File: src/rtl/branch_station.sv
// -----------------------------------------------------------------------------
// branch_station
//
// Branch reservation station placed between the decoder and the ROB.
// It holds up to DEPTH conditional branches in an age-ordered compacting
// queue (entry 0 is the oldest). Operands wake up by snooping CDB_N result
// broadcast channels. Each cycle the oldest ready branch is resolved, and
// {predicted, taken} goes to the ROB through a registered output.
// A flush squashes the whole station for mispredict recovery.
//
// Optional feature macro: BRA_STATS_EN
//   defined   : stat_issued / stat_mispred are free-running 32-bit counters
//   undefined : both ports are tied to 0 and no counter flops exist
//
// Ports
//   clk, rst          clock, synchronous active-high reset
//   flush             squash all entries
//   bra_enable        decoder presents a branch
//   bra_op            funct3 (BEQ=0 BNE=1 BLT=4 BGE=5 BLTU=6 BGEU=7)
//   bra_tag1/2        operand lock tags (0 = operand ready)
//   bra_data1/2       operand values, valid when the matching tag is 0
//   bra_rob           ROB index of the branch
//   bra_pred          predicted-taken bit
//   bra_stall         station full
//   cdb_valid/tag/data CDB channels, channel c in slice c of each bus
//   rob_out_valid     resolution valid
//   rob_out_index     ROB index being resolved
//   rob_out_result    {pred, taken}
//   stat_issued       resolved-branch count
//   stat_mispred      mispredict count
// -----------------------------------------------------------------------------
module branch_station #(
  parameter int DEPTH  = 4,
  parameter int DATA_W = 32,
  parameter int TAG_W  = 4,
  parameter int ROB_W  = 4,
  parameter int CDB_N  = 2
) (
  input  logic                    clk,
  input  logic                    rst,
  input  logic                    flush,
  input  logic                    bra_enable,
  input  logic [2:0]              bra_op,
  input  logic [TAG_W-1:0]        bra_tag1,
  input  logic [TAG_W-1:0]        bra_tag2,
  input  logic [DATA_W-1:0]       bra_data1,
  input  logic [DATA_W-1:0]       bra_data2,
  input  logic [ROB_W-1:0]        bra_rob,
  input  logic                    bra_pred,
  output logic                    bra_stall,
  input  logic [CDB_N-1:0]        cdb_valid,
  input  logic [CDB_N*TAG_W-1:0]  cdb_tag,
  input  logic [CDB_N*DATA_W-1:0] cdb_data,
  output logic                    rob_out_valid,
  output logic [ROB_W-1:0]        rob_out_index,
  output logic [1:0]              rob_out_result,
  output logic [31:0]             stat_issued,
  output logic [31:0]             stat_mispred
);

  localparam int IDX_W = (DEPTH > 1) ? $clog2(DEPTH) : 1;
  localparam int CNT_W = $clog2(DEPTH + 1);
  localparam int SNP_W = TAG_W + DATA_W;

  // ---------------------------------------------------------------------------
  // Snoop one operand against the CDB. Returns {tag, data} after wakeup.
  // Channels are scanned high to low so the lowest matching channel is the
  // last writer and wins. A zero tag is already ready, so it never matches.
  // ---------------------------------------------------------------------------
  function automatic logic [SNP_W-1:0] f_snoop(input logic [TAG_W-1:0]  tag,
                                               input logic [DATA_W-1:0] data);
    logic [TAG_W-1:0]  t;
    logic [DATA_W-1:0] d;
    t = tag;
    d = data;
    if (tag != '0) begin
      for (int c = CDB_N - 1; c >= 0; c--) begin
        if (cdb_valid[c] && (cdb_tag[c*TAG_W +: TAG_W] == tag)) begin
          t = '0;
          d = cdb_data[c*DATA_W +: DATA_W];
        end
      end
    end
    return {t, d};
  endfunction

  // Branch condition evaluation; undefined funct3 codes resolve not-taken.
  function automatic logic f_taken(input logic [2:0]        op,
                                   input logic [DATA_W-1:0] a,
                                   input logic [DATA_W-1:0] b);
    logic tk;
    case (op)
      3'd0:    tk = (a == b);
      3'd1:    tk = (a != b);
      3'd4:    tk = ($signed(a) <  $signed(b));
      3'd5:    tk = ($signed(a) >= $signed(b));
      3'd6:    tk = (a <  b);
      3'd7:    tk = (a >= b);
      default: tk = 1'b0;
    endcase
    return tk;
  endfunction

  // ---------------------------------------------------------------------------
  // Registered state
  // ---------------------------------------------------------------------------
  logic [DEPTH-1:0]  r_valid;
  logic [2:0]        r_op    [DEPTH];
  logic [TAG_W-1:0]  r_tag1  [DEPTH];
  logic [TAG_W-1:0]  r_tag2  [DEPTH];
  logic [DATA_W-1:0] r_data1 [DEPTH];
  logic [DATA_W-1:0] r_data2 [DEPTH];
  logic [ROB_W-1:0]  r_rob   [DEPTH];
  logic [DEPTH-1:0]  r_pred;
  logic [CNT_W-1:0]  r_cnt;

  logic              r_out_valid;
  logic [ROB_W-1:0]  r_out_index;
  logic [1:0]        r_out_result;

  // ---------------------------------------------------------------------------
  // Combinational signals
  // ---------------------------------------------------------------------------
  logic [DEPTH-1:0]  w_ready;
  logic [IDX_W-1:0]  w_sel;
  logic              w_issue;
  logic              w_taken;
  logic              w_insert;
  logic [IDX_W-1:0]  w_tail;

  // Post-shift view of the queue
  logic [DEPTH-1:0]  w_sh_valid;
  logic [2:0]        w_sh_op    [DEPTH];
  logic [TAG_W-1:0]  w_sh_tag1  [DEPTH];
  logic [TAG_W-1:0]  w_sh_tag2  [DEPTH];
  logic [DATA_W-1:0] w_sh_data1 [DEPTH];
  logic [DATA_W-1:0] w_sh_data2 [DEPTH];
  logic [ROB_W-1:0]  w_sh_rob   [DEPTH];
  logic [DEPTH-1:0]  w_sh_pred;

  // Post-shift view after CDB wakeup
  logic [TAG_W-1:0]  w_wk_tag1  [DEPTH];
  logic [TAG_W-1:0]  w_wk_tag2  [DEPTH];
  logic [DATA_W-1:0] w_wk_data1 [DEPTH];
  logic [DATA_W-1:0] w_wk_data2 [DEPTH];

  // Final next-state after the insert overlay
  logic [DEPTH-1:0]  w_valid_next;
  logic [2:0]        w_op_next    [DEPTH];
  logic [TAG_W-1:0]  w_tag1_next  [DEPTH];
  logic [TAG_W-1:0]  w_tag2_next  [DEPTH];
  logic [DATA_W-1:0] w_data1_next [DEPTH];
  logic [DATA_W-1:0] w_data2_next [DEPTH];
  logic [ROB_W-1:0]  w_rob_next   [DEPTH];
  logic [DEPTH-1:0]  w_pred_next;
  logic [CNT_W-1:0]  w_cnt_next;

  // Incoming operands snooped in the insert cycle (bypass)
  logic [SNP_W-1:0]  w_in_snp1;
  logic [SNP_W-1:0]  w_in_snp2;

  // ---------------------------------------------------------------------------
  // Per-entry readiness, compaction shift and wakeup
  // ---------------------------------------------------------------------------
  genvar gi;
  generate
    for (gi = 0; gi < DEPTH; gi++) begin : g_entry
      // Source of the shift; the top entry has nothing above it.
      localparam int SRC  = (gi == DEPTH - 1) ? gi : gi + 1;
      localparam bit LAST = (gi == DEPTH - 1);

      logic             w_shift;
      logic [SNP_W-1:0] w_snp1;
      logic [SNP_W-1:0] w_snp2;

      assign w_ready[gi] = r_valid[gi] && (r_tag1[gi] == '0) && (r_tag2[gi] == '0);

      // Entries at or above the issued one move down by one slot.
      assign w_shift = w_issue && (IDX_W'(gi) >= w_sel);

      assign w_sh_valid[gi] = w_shift ? (!LAST && r_valid[SRC]) : r_valid[gi];
      assign w_sh_op[gi]    = w_shift ? r_op[SRC]    : r_op[gi];
      assign w_sh_tag1[gi]  = w_shift ? r_tag1[SRC]  : r_tag1[gi];
      assign w_sh_tag2[gi]  = w_shift ? r_tag2[SRC]  : r_tag2[gi];
      assign w_sh_data1[gi] = w_shift ? r_data1[SRC] : r_data1[gi];
      assign w_sh_data2[gi] = w_shift ? r_data2[SRC] : r_data2[gi];
      assign w_sh_rob[gi]   = w_shift ? r_rob[SRC]   : r_rob[gi];
      assign w_sh_pred[gi]  = w_shift ? r_pred[SRC]  : r_pred[gi];

      // Wakeup lands on the post-shift slot so it follows the moving entry.
      assign w_snp1 = f_snoop(w_sh_tag1[gi], w_sh_data1[gi]);
      assign w_snp2 = f_snoop(w_sh_tag2[gi], w_sh_data2[gi]);
      assign {w_wk_tag1[gi], w_wk_data1[gi]} = w_snp1;
      assign {w_wk_tag2[gi], w_wk_data2[gi]} = w_snp2;
    end
  endgenerate

  // Oldest ready entry wins.
  always_comb begin
    w_sel = '0;
    for (int i = DEPTH - 1; i >= 0; i--) begin
      if (w_ready[i]) begin
        w_sel = IDX_W'(i);
      end
    end
  end

  assign w_issue  = |w_ready;
  assign w_taken  = f_taken(r_op[w_sel], r_data1[w_sel], r_data2[w_sel]);

  // Stall is taken from the pre-issue count, so a full station never accepts.
  assign bra_stall = (r_cnt == CNT_W'(DEPTH));
  assign w_insert  = bra_enable && !bra_stall && !flush;
  assign w_tail    = w_issue ? IDX_W'(r_cnt - CNT_W'(1)) : IDX_W'(r_cnt);

  assign w_in_snp1 = f_snoop(bra_tag1, bra_data1);
  assign w_in_snp2 = f_snoop(bra_tag2, bra_data2);

  // ---------------------------------------------------------------------------
  // Next-state: shifted and woken queue with the new branch overlaid at tail
  // ---------------------------------------------------------------------------
  always_comb begin
    w_valid_next = w_sh_valid;
    w_pred_next  = w_sh_pred;
    for (int i = 0; i < DEPTH; i++) begin
      w_op_next[i]    = w_sh_op[i];
      w_tag1_next[i]  = w_wk_tag1[i];
      w_tag2_next[i]  = w_wk_tag2[i];
      w_data1_next[i] = w_wk_data1[i];
      w_data2_next[i] = w_wk_data2[i];
      w_rob_next[i]   = w_sh_rob[i];
    end
    if (w_insert) begin
      w_valid_next[w_tail] = 1'b1;
      w_pred_next[w_tail]  = bra_pred;
      w_op_next[w_tail]    = bra_op;
      w_rob_next[w_tail]   = bra_rob;
      {w_tag1_next[w_tail], w_data1_next[w_tail]} = w_in_snp1;
      {w_tag2_next[w_tail], w_data2_next[w_tail]} = w_in_snp2;
    end
    w_cnt_next = r_cnt - CNT_W'(w_issue) + CNT_W'(w_insert);
  end

  // ---------------------------------------------------------------------------
  // Control state and ROB output register
  // ---------------------------------------------------------------------------
  always_ff @(posedge clk) begin
    if (rst) begin
      r_valid      <= '0;
      r_cnt        <= '0;
      r_out_valid  <= 1'b0;
      r_out_index  <= '0;
      r_out_result <= '0;
    end else if (flush) begin
      // Flush squashes everything pending; the last reported index and
      // result are left as they were.
      r_valid     <= '0;
      r_cnt       <= '0;
      r_out_valid <= 1'b0;
    end else begin
      r_valid     <= w_valid_next;
      r_cnt       <= w_cnt_next;
      r_out_valid <= w_issue;
      if (w_issue) begin
        r_out_index  <= r_rob[w_sel];
        r_out_result <= {r_pred[w_sel], w_taken};
      end
    end
  end

  // Payload needs no reset: it is only observed through a valid entry.
  always_ff @(posedge clk) begin
    r_pred <= w_pred_next;
    for (int i = 0; i < DEPTH; i++) begin
      r_op[i]    <= w_op_next[i];
      r_tag1[i]  <= w_tag1_next[i];
      r_tag2[i]  <= w_tag2_next[i];
      r_data1[i] <= w_data1_next[i];
      r_data2[i] <= w_data2_next[i];
      r_rob[i]   <= w_rob_next[i];
    end
  end

  assign rob_out_valid  = r_out_valid;
  assign rob_out_index  = r_out_index;
  assign rob_out_result = r_out_result;

  // ---------------------------------------------------------------------------
  // Resolution statistics
  // ---------------------------------------------------------------------------
`ifdef BRA_STATS_EN
  logic [31:0] r_stat_issued;
  logic [31:0] r_stat_mispred;

  // Counts follow the output register load; flush loads 0 so it never counts.
  always_ff @(posedge clk) begin
    if (rst) begin
      r_stat_issued  <= '0;
      r_stat_mispred <= '0;
    end else if (w_issue && !flush) begin
      r_stat_issued <= r_stat_issued + 32'd1;
      if (r_pred[w_sel] != w_taken) begin
        r_stat_mispred <= r_stat_mispred + 32'd1;
      end
    end
  end

  assign stat_issued  = r_stat_issued;
  assign stat_mispred = r_stat_mispred;
`else
  assign stat_issued  = '0;
  assign stat_mispred = '0;
`endif

endmodule

File: config.mk
export PLATFORM = sky130hd
export DESIGN_NAME = branch_station
export DESIGN_NICKNAME = d
export VERILOG_FILES = /design/src/rtl/branch_station.sv
export SDC_FILE = /design/constraint.sdc
export NUM_CORES = 1
export LEC_CHECK = 0
export ABC_AREA = 0
export BUFFER_PORTS_ARGS = -buffer_cell sky130_fd_sc_hd__buf_2
export CORE_UTILIZATION = 40
export DETAILED_ROUTE_END_ITERATION = 8
export HOLD_SLACK_MARGIN = 0.05
export PLACE_DENSITY = 0.57
export SYNTH_ARGS = -nofsm -noshare
export SYNTH_HDL_FRONTEND = slang
export SYNTH_SLANG_ARGS = --single-unit
File: constraint.sdc
create_clock -name clk -period 4.9 [get_ports clk]
set_clock_uncertainty 0.15 [all_clocks]
set_input_delay 0 -clock clk [delete_from_list [all_inputs] [get_ports clk]]
set_output_delay 0 -clock clk [all_outputs]
set_load 0.03 [all_outputs]
==> run summary <==
# clock sinks: 334
Number of cells on the critical path: 12
Leak: 13.4 nW
Post-synth top area cell: dfxtp_1
Core box area: 61,700 sq um
Slowest-stage cell, CP: nor2_1
Slowest cell delay on critical path: 0.83 ns
Post-Layout Cell Count: 4,681
Minimum clock period: 4.77 ns
Slew Viols, Final: 0
Register area: 6770 sq um
Sequential area share after synthesis: 27.1%
CP arrival: 5.14 ns
Initial detailed-routing violation count: 4,680
Post-CTS setup buffers: 0
Max VDD drop: 0.337 mV
Hold path depth: 5
Ys flop type: dfxtp_1
Synth top area share: 26.1%
Leading post-synthesis cells by cell area: dfxtp_1 (26%), nand2_1 (13%), mux2i_1 (6.4%)
Final Hold Viols: 0
Most frequent cells in the layout: nand2_1 (833), dfxtp_1 (326), dlygate4sd3_1 (233)
Largest net degree at the start of global routing: 99
Initial antenna violation count: 7
GRT Total Usage: 39.2%
EDFF count, synth: 8
Final wirelength: 129 mm
Run status: finished clean
Reg clk slew, reported paths: 0.06 ns
Routed Antenna Nets: 0
Area Overhead vs Synth: 21.5%
Vias in the first global route: 27,600
Global-route wire length before repair: 185 mm
Site Rows: 91
Layout Utilization: 49.2%
Maximum clock rate: 210 MHz
# IOs: 230
Routability cong.: 0.996
# port buffers: 165
Root buffer cell: clkbuf_16
RSZ-0062 raised after global routing: no
Congestion Overflow GR: 0
Initial core utilization: 40.5%
Max-cap violations: 0
Number of cells after detailed placement: 4,367
PwrDens: 510 nW/um^2
Detailed-route DRC error count: 0
Routed vias/inst: 6.48
Slew @ Worst Pin: 1.26 ns
H-tree levels: 2
CTS tree: built
Critical path cell sequence: nor4_4 > and3_4 > buf_4 > nor4_4 > inv_2 > nor3_1 > o21ai_4 > nand2_1 > nor2_1 > buf_4 > o2bb2ai_1 > dlygate4sd3_1
Hold_ws: 0.0554 ns
Most common cell after layout, fill and taps aside: nand2_1
CP top delay family: simple AND/OR/NAND/NOR gates
Fin crit share: 97.3%
CTS Buf Count: 41
Synth Warn #: 0
FF+latch count, synth: 334
Setup crit end kind: register
Routed length per instance: 27.5 um
Multi-input gate area: 16,500 sq um
R2R depth: 12
Mapped Cells: 3,586
Vias: 30,300
Drt pass-1 iters: 9
Slew headroom: 15.7%
Crit path buf inv count: 4
Fillcell total: 6,251
Clk_lat worst skew: 0.59 ns
Startpoint types: register
Die area: 63,500 sq um
Critical Path RT: 5.27 ns
Mapped Area: 25,000 sq um
Min-Delay Path Class: primary input to register
Share of synthesized flip-flops with an asynchronous set or reset: 0%
Die height: 252 um
Crit-path max FO: 29
WS Path Type: register to register
Chip Width: 252 um
Final setup TNS: 0 ns
Final #Nets: 4,000
Worst slack, placed: 0.326 ns
Library cells used by synthesis: 85
Worst R2R Setup Slack: 0.13 ns
Worst setup margin: 0.132 ns
Final setup fails: 0
Mapped Avg Cell Area: 6.97 sq um
DP HPWL: 81.7 mm
CTS max path bufs: 3
Layout cells sized above 1: 11.8%
## final timing paths
path / startpoint / endpoint
max: r_tag2[0][0] / r_data1[2][24]
min: cdb_valid[1] / r_tag1[1][2]
max reg2reg: r_tag2[0][0] / r_data1[2][24]
min reg2reg: rob_out_index[2] / rob_out_index[2]
## cells in the mapped netlist (70+ instances only)
cell	instances
a21oi_1	210
a31oi_1	105
and3_1	109
clkbuf_1	267
dfxtp_1	326
inv_1	70
mux2i_1	159
nand2_1	836
nand3_1	169
nor2_1	221
o21ai_0	150
o22ai_1	137
## flip-flops by register name, indices dropped and copies added (netlist names)
register / flops
r_rob: 16
rob_out_result: 2
r_op: 12
r_tag1: 16
r_data2: 128
r_pred: 4
r_tag2: 16
rob_out_index: 4
r_valid: 4
r_data1: 128
rob_out_valid: 1
r_cnt: 3
## report_power, final
| part | internal, mW | total (mW) | switching, mW |
|---|---|---|---|
| registers | 3.85 | 4.83 | 0.981 |
| clock network | 1.80 | 3.15 | 1.35 |
| logic | 3.12 | 7.49 | 4.38 |
## layer usage
metal	vias to the layer above	part of all wire [%]	global-route usage (%)
met3	538	14	12.6
met5	-	0.029	0
met4	6	6.4	23.0
met1	14200	39	50.8
li1	13200	-	-
met2	2345	41	56.6
## logic make-up (layout without fill, tap and decap cells)
kind of cell	count (synthesis)	in the layout	synth area share (%)
AO/OA/AOI/OAI	996	996	26.7
XOR/XNOR	63	63	2.24
adder cells (fa/ha/maj)	36	36	1.83
buffers and inverters	497	685	8.74
flip-flops	334	334	27.1
multiplexers	191	191	7.81
other	1	71	0.0150
AND/OR/NAND/NOR	1468	1468	25.6
## repair_timing
action,in CTS,in global routing
gates resized for setup,0,1
hold endpoints to repair,334,0
endpoints found under the setup margin,0,1
hold buffers,233,0
## worst min-delay path, stage by stage
cell and delay, ns:
buf_2 0.22, and3b_1 0.27, nand2_2 0.10, nand3_1 0.07, o21ai_0 0.07
## through the flow
| step | instance area [sq um] | power (mW) |
|---|---|---|
| floorplan | 25200 | 9.07 |
| global placement | 26700 | 11.4 |
| detailed placement | 26700 | 11.4 |
| CTS | 30300 | 15.0 |
| global route | 30400 | 16.1 |
| finish | 30400 | 15.5 |
## layout make-up
type,count,share of cell area [%]
clock buffers,67,4.13
multi-input cells,2818,54.5
diodes,7,0.0577
repair buffers,539,14.5
well taps,837,3.45
inverters,72,0.894
flip-flops and latches,334,22.3
clock inverters,7,0.235
Power figures use the tool's default switching activity.
